`config.mk`:
```
export PLATFORM = sky130hd
export DESIGN_NAME = ssd_rx_monitor
export DESIGN_NICKNAME = d
export VERILOG_FILES = /design/src/rtl/ssd_pkg.sv /design/src/rtl/ssd_stable_filter.sv /design/src/rtl/ssd_rx_monitor.sv
export SDC_FILE = /design/constraint.sdc
export NUM_CORES = 1
export LEC_CHECK = 0
export CAP_MARGIN = 25
export CORE_UTILIZATION = 60
export CTS_CLUSTER_SIZE = 10
export DETAILED_ROUTE_END_ITERATION = 12
export PLACE_DENSITY = 0.84
export SYNTH_ARGS = -nofsm -noshare
export SYNTH_HDL_FRONTEND = slang
export SYNTH_HIERARCHICAL = 1
export SYNTH_SLANG_ARGS = --single-unit
```
`constraint.sdc`:
```
create_clock -name CLOCK_50 -period 5.05 [get_ports CLOCK_50]
set_input_delay 0.505 -clock CLOCK_50 [delete_from_list [all_inputs] [get_ports CLOCK_50]]
set_output_delay 0.505 -clock CLOCK_50 [all_outputs]
set_load 0.005 [all_outputs]
```
`src/rtl/ssd_pkg.sv`:
```
// ssd_pkg: shared seven-segment encoding, decode helper and monitor state type.
// Patterns are active-low with segment a in the leftmost (index 0) position.
package ssd_pkg;

    localparam int SEG_W = 7;

    typedef logic [0:SEG_W-1] seg_t;

    localparam seg_t SSD_BLANK = 7'b1111111;

    localparam seg_t SSD_TABLE [16] = '{
        7'b0000001, 7'b1001111, 7'b0010010, 7'b0000110,
        7'b1001100, 7'b0100100, 7'b0100000, 7'b0001111,
        7'b0000000, 7'b0001100, 7'b0001000, 7'b1100000,
        7'b0110001, 7'b1000010, 7'b0110000, 7'b0111000
    };

    typedef enum logic {S_FIRST, S_TRACK} state_t;

    // Returns {hit, value}; hit is 0 for any pattern outside the table.
    function automatic logic [4:0] ssd_decode(input seg_t p);
        logic [4:0] r;
        r = '0;
        for (int i = 0; i < 16; i++) begin
            if (p == SSD_TABLE[i]) r = {1'b1, i[3:0]};
        end
        return r;
    endfunction

endpackage

```
`src/rtl/ssd_stable_filter.sv`:
```
// ssd_stable_filter: synchronizes the segment bus and emits a one-cycle stable
// pulse once a pattern has held for STABLE_CYCLES consecutive samples.
module ssd_stable_filter
    import ssd_pkg::*;
#(
    parameter int STABLE_CYCLES = 4
) (
    input  logic clk_i,
    input  logic rst_ni,
    input  seg_t ssd_i,
    output logic stable_o,
    output seg_t pattern_o
);

    seg_t       meta_q;
    seg_t       cand_q;
    logic [7:0] cnt_q;
    logic [7:0] cnt_d;

    // The second synchronizer stage doubles as the candidate; the counter
    // holds (samples held - 1) and parks at all-ones so each hold pulses once.
    always_comb begin
        cnt_d = (meta_q != cand_q) ? 8'd0 : (cnt_q == 8'hFF) ? cnt_q : cnt_q + 8'd1;
    end

    always_ff @(posedge clk_i or negedge rst_ni) begin
        if (!rst_ni) begin
            meta_q <= SSD_BLANK;
            cand_q <= SSD_BLANK;
            cnt_q  <= 8'hFF;
        end else begin
            meta_q <= ssd_i;
            cand_q <= meta_q;
            cnt_q  <= cnt_d;
        end
    end

    assign stable_o  = (cnt_q == 8'(STABLE_CYCLES - 1));
    assign pattern_o = cand_q;

endmodule

```
`src/rtl/ssd_rx_monitor.sv`:
```
// ssd_rx_monitor: decodes debounced segment patterns back to digits, checks
// that they increment and measures the period between digit changes.
module ssd_rx_monitor
    import ssd_pkg::*;
#(
    parameter int STABLE_CYCLES = 4,
    parameter int PERIOD_W      = 26,
    parameter int MODE_DEC      = 1
) (
    input  logic                CLOCK_50,
    input  logic                RESET_N,
    input  logic [0:6]          SSD,
    input  logic                CLR,
    output logic [3:0]          DIGIT,
    output logic                DIGIT_VALID,
    output logic                BLANK,
    output logic                INVALID,
    output logic                SEQ_ERR,
    output logic [PERIOD_W-1:0] PERIOD,
    output logic [15:0]         CHANGE_CNT
);

    logic stable;
    seg_t pat;

    ssd_stable_filter #(.STABLE_CYCLES(STABLE_CYCLES)) u_filter (
        .clk_i     (CLOCK_50),
        .rst_ni    (RESET_N),
        .ssd_i     (SSD),
        .stable_o  (stable),
        .pattern_o (pat)
    );

    state_t              state_q, state_d;
    seg_t                last_q, last_d;
    logic                chk_q, chk_d;
    logic                ref_q, ref_d;
    logic [PERIOD_W-1:0] gap_q, gap_d;
    logic [PERIOD_W-1:0] period_q, period_d;
    logic [15:0]         cnt_q, cnt_d;
    logic [3:0]          digit_q, digit_d;
    logic                dv_q, dv_d, blank_q, blank_d, inv_q, inv_d, seq_q, seq_d;

    logic       accept, hit, is_dig, is_blank, is_inv;
    logic [3:0] val, nxt;
    logic [4:0] inc;

    always_comb begin
        accept   = stable && (state_q == S_FIRST || pat != last_q);
        {hit, val} = ssd_decode(pat);
        is_dig   = accept && hit;
        is_blank = accept && !hit && pat == SSD_BLANK;
        is_inv   = accept && !hit && pat != SSD_BLANK;
        inc      = {1'b0, digit_q} + 5'd1;
        nxt      = (MODE_DEC != 0 && inc >= 5'd10) ? 4'(inc - 5'd10) : inc[3:0];
        state_d  = accept ? S_TRACK : CLR ? S_FIRST : state_q;
        last_d   = accept ? pat : last_q;
        // chk: next digit is sequence-checked; ref: a prior digit exists to time from
        chk_d    = is_dig ? 1'b1 : (accept || CLR) ? 1'b0 : chk_q;
        ref_d    = is_dig ? 1'b1 : CLR ? 1'b0 : ref_q;
        gap_d    = (is_dig || CLR) ? '0 : (&gap_q) ? gap_q : gap_q + 1'b1;
        period_d = CLR ? '0 : (is_dig && ref_q) ? ((&gap_q) ? gap_q : gap_q + 1'b1) : period_q;
        cnt_d    = CLR ? 16'd0 : (is_dig && cnt_q != 16'hFFFF) ? cnt_q + 16'd1 : cnt_q;
        digit_d  = is_dig ? val : digit_q;
        dv_d     = is_dig;
        blank_d  = is_dig ? 1'b0 : is_blank ? 1'b1 : blank_q;
        inv_d    = is_inv;
        seq_d    = is_dig && chk_q && !CLR && val != nxt;
    end

    always_ff @(posedge CLOCK_50 or negedge RESET_N) begin
        if (!RESET_N) begin
            state_q  <= S_FIRST;
            last_q   <= SSD_BLANK;
            chk_q    <= 1'b0;
            ref_q    <= 1'b0;
            gap_q    <= '0;
            period_q <= '0;
            cnt_q    <= 16'd0;
            digit_q  <= 4'd0;
            dv_q     <= 1'b0;
            blank_q  <= 1'b0;
            inv_q    <= 1'b0;
            seq_q    <= 1'b0;
        end else begin
            state_q  <= state_d;
            last_q   <= last_d;
            chk_q    <= chk_d;
            ref_q    <= ref_d;
            gap_q    <= gap_d;
            period_q <= period_d;
            cnt_q    <= cnt_d;
            digit_q  <= digit_d;
            dv_q     <= dv_d;
            blank_q  <= blank_d;
            inv_q    <= inv_d;
            seq_q    <= seq_d;
        end
    end

    assign DIGIT       = digit_q;
    assign DIGIT_VALID = dv_q;
    assign BLANK       = blank_q;
    assign INVALID     = inv_q;
    assign SEQ_ERR     = seq_q;
    assign PERIOD      = period_q;
    assign CHANGE_CNT  = cnt_q;

endmodule
```
==> results.ini <==
[global_routing]
grt_antenna_before_repair = 0
grtUsageTotal_pct = 24.3
grt_pass1_vias = 4119
grt_pass1_wl_um = 19200
overflow = 0
grt_start_max_net_pins = 83

[floorplan]
start_util_pct = 61.8
core_um2 = 9200
die_x_um = 99.4
io-pin-count = 60
dieArea_um2 = 9870
die_h_um = 99.4
rows = 35

[sta]
rsz0062_at_grt = false
fin_worst_skew_ns = 0.0120
fin_setup_tns_ns = 0
hold_viol_final = 0
min_period_ns = 3.40
slew_violations = 0
worst-slew-pin-transition_ns = 0.813
setup_ws_ns = 1.65
timing.slew.headroom_pct = 45.6
setup_violations = 0
fin_crit_sh_pct = 67.3
fmax_ghz = 0.294

[place]
numPlacedInstances = 689
dp_hpwl_um = 7900
routabilityCongestion = 0.887
place_ws_ns = 1.65
port_buffers = 59

[power_and_ir_drop]
p_clk_share_pct = 35.2
ir_worst_vdd_mv = 0.152
power_switching_uw = 375
power_leakage_nw = 2.59
swShare_pct = 24.6
power.internal_mw = 1.15
power_density_nw_per_um2 = 233
seq_power_share_pct = 59.0
combPwrFrac_pct = 5.8

[detailed_routing]
viasPerCell = 6.17
wire_per_inst_um = 16.0
drc = 0
drt_iter0_markers = 202
routed_wl_um = 11300
firstDrtPassIters = 5
postRouteAntennaNets = 0
via_count = 4365

[synthesis]
synth_area_um2 = 5690
syn-num-nets = 559
yosysWarningCount = 6
synth_compound_area_share_pct = 15.1
synth_area_leaders = dfrtp_1 35%, dfstp_2 13%, nor2_1 3.8%
synth.avg_cell_area_um2 = 10.5
yosysTopAreaCell = dfrtp_1
yosys.area_share.xor_xnor_pct = 6.78
synth_top_family_by_area = simple AND/OR/NAND/NOR gates
synth_edf_count = 0
synth.yosys.seq_area_share_pct = 48.2
synthArstFlopShare_pct = 100
synth_top_area_share_pct = 34.8
synth_mux_area_share_pct = 3.08
synth-simple-area-share_pct = 22.1
synthAdderAreaFrac_pct = 1.54
netlist_instances = 542
synth_cell_type_count = 80
synth-main-ff-cell = dfrtp_1
synth_seq_cells = 108

[clock_network]
cts-root-buf = clkbuf_8
ctsResizeCount = 0
cts_tree = built
cts_setup_buffers = 0
cts-htree-levels = 3
cts.sinks = 108
clk_pin_slew_worst_paths_ns = 0.10
clock_latency_ns = 0.37
numCtsBuffers = 9
cts.path.max_buffers = 2
ctsHoldBuffers = 0

[layout]
multi_input_area_um2 = 2760
nNetsFinal = 608
seq_area_um2 = 2740
drive_above_1_share_pct = 15.3
syn2layout_area_growth_pct = 15.1
mostFrequentLayoutCells = 79 x dfrtp_1, 58 x nor2_1, 58 x clkdlybuf4s50_1
layoutNonFillerInstCount = 707
nFillCells = 668
mostFrequentLayoutCell = dfrtp_1
n_antenna_cell = 0

[worst_setup_path]
end_kind = register
worstPathArrival_ns = 3.67
cp_data_required_time_ns = 5.33
crit_type = reg2reg
cp_max_fo = 19
cp-start-kind = register

[worst_hold_path]
hold_class = in2async

[outcome]
status = completed

[job]
max-cap-violations = 0

[path summary, 6_finish.rpt]
kind	from	end	slack [ns]	cells after the start
max	u_filter/cnt_q[0]	CHANGE_CNT[3]	1.65	8
min	RESET_N	CHANGE_CNT[7]	0.03	1
max reg2reg	u_filter/cnt_q[0]	CHANGE_CNT[3]	1.65	8
min reg2reg	u_filter/meta_q[4]	u_filter/pattern_o[4]	0.38	0
max in group asynchronous	RESET_N	u_filter/meta_q[5]	4.13	3
min in group CLOCK_50	u_filter/meta_q[4]	u_filter/pattern_o[4]	0.38	0
[kinds of logic after synthesis]
family | after synthesis
flip-flops | 108
adder cells (fa/ha/maj) | 7
AO/OA/AOI/OAI | 104
multiplexers | 16
XOR/XNOR | 44
AND/OR/NAND/NOR | 225
buffers and inverters | 38
[flip-flops by register name, indices dropped and copies added (netlist names)]
name / cells
u_filter/cnt_q: 8
DIGIT: 4
chk_q: 1
last_q: 7
DIGIT_VALID: 1
u_filter/pattern_o: 7
state_q: 1
gap_q: 26
CHANGE_CNT: 16
BLANK: 1
ref_q: 1
u_filter/meta_q: 7
INVALID: 1
SEQ_ERR: 1
PERIOD: 26
[routing by layer]
layer,routed length [um],track usage (%),vias to the layer above
li1,-,-,2094
met1,5030,31.5,2171
met2,5800,41.2,93
met3,410,4.64,7
met4,106,8.03,0
met5,0,0,-
[power by group through the flow]
stage	sequential [mW]	clock, mW	combinational, mW
global route	0.901	0.583	0.0978
CTS	0.899	0.553	0.0853
finish	0.899	0.536	0.0878
detailed placement	0.914	0	0.0853
floorplan	0.900	0	0.0660
global placement	0.913	0	0.0820
[synthesized netlist by cell type (5+ instances only)]
cell type / instances
o2bb2ai_1: 24
and3_1: 8
xnor2_1: 24
nand2_1: 39
o31ai_1: 10
nand4_1: 13
ha_1: 7
nor4_1: 8
buf_2: 16
mux2_2: 11
or4_1: 11
inv_1: 10
or3_1: 5
o21ai_0: 13
dfrtp_1: 79
and4_1: 6
nor2_1: 58
nor2b_1: 7
clkbuf_1: 7
nor3_1: 12
a21oi_1: 13
a21o_1: 5
xor2_1: 20
nand3_1: 26
dfstp_2: 29
[critical path, cell delays in order, from the launching register on]
cell     delay [ns]
dfstp_2        0.58
ha_1           0.19
or4b_1         0.45
nor4_1         0.21
buf_4          0.21
o41a_1         0.46
nand2_1        0.45
or4_1          0.59
a21oi_1        0.16
[area by class of cell]
type	count	area share, %
Tap cell	111	2.12
Clock buffer	9	1.89
Timing Repair Buffer	65	10.1
Multi-Input combinational cell	396	42.2
Clock inverter	7	1.24
Inverter	11	0.631
Sequential cell	108	41.8
[metrics by stage]
| step | utilization [%] | hold slack (ns) | power (mW) | cell area [um2] |
|---|---|---|---|---|
| finish | 71.2 | 0.0332 | 1.52 | 6550 |
| global route | 71.2 | 0.0460 | 1.58 | 6550 |
| CTS | 70.8 | 0.0343 | 1.54 | 6510 |
| detailed placement | 68.5 | 0.363 | 1.00 | 6300 |
| global placement | 68.4 | 0.362 | 0.995 | 6290 |
| floorplan | - | 0.209 | 0.966 | 5690 |
No activity file was read; power rests on OpenSTA's default activity.
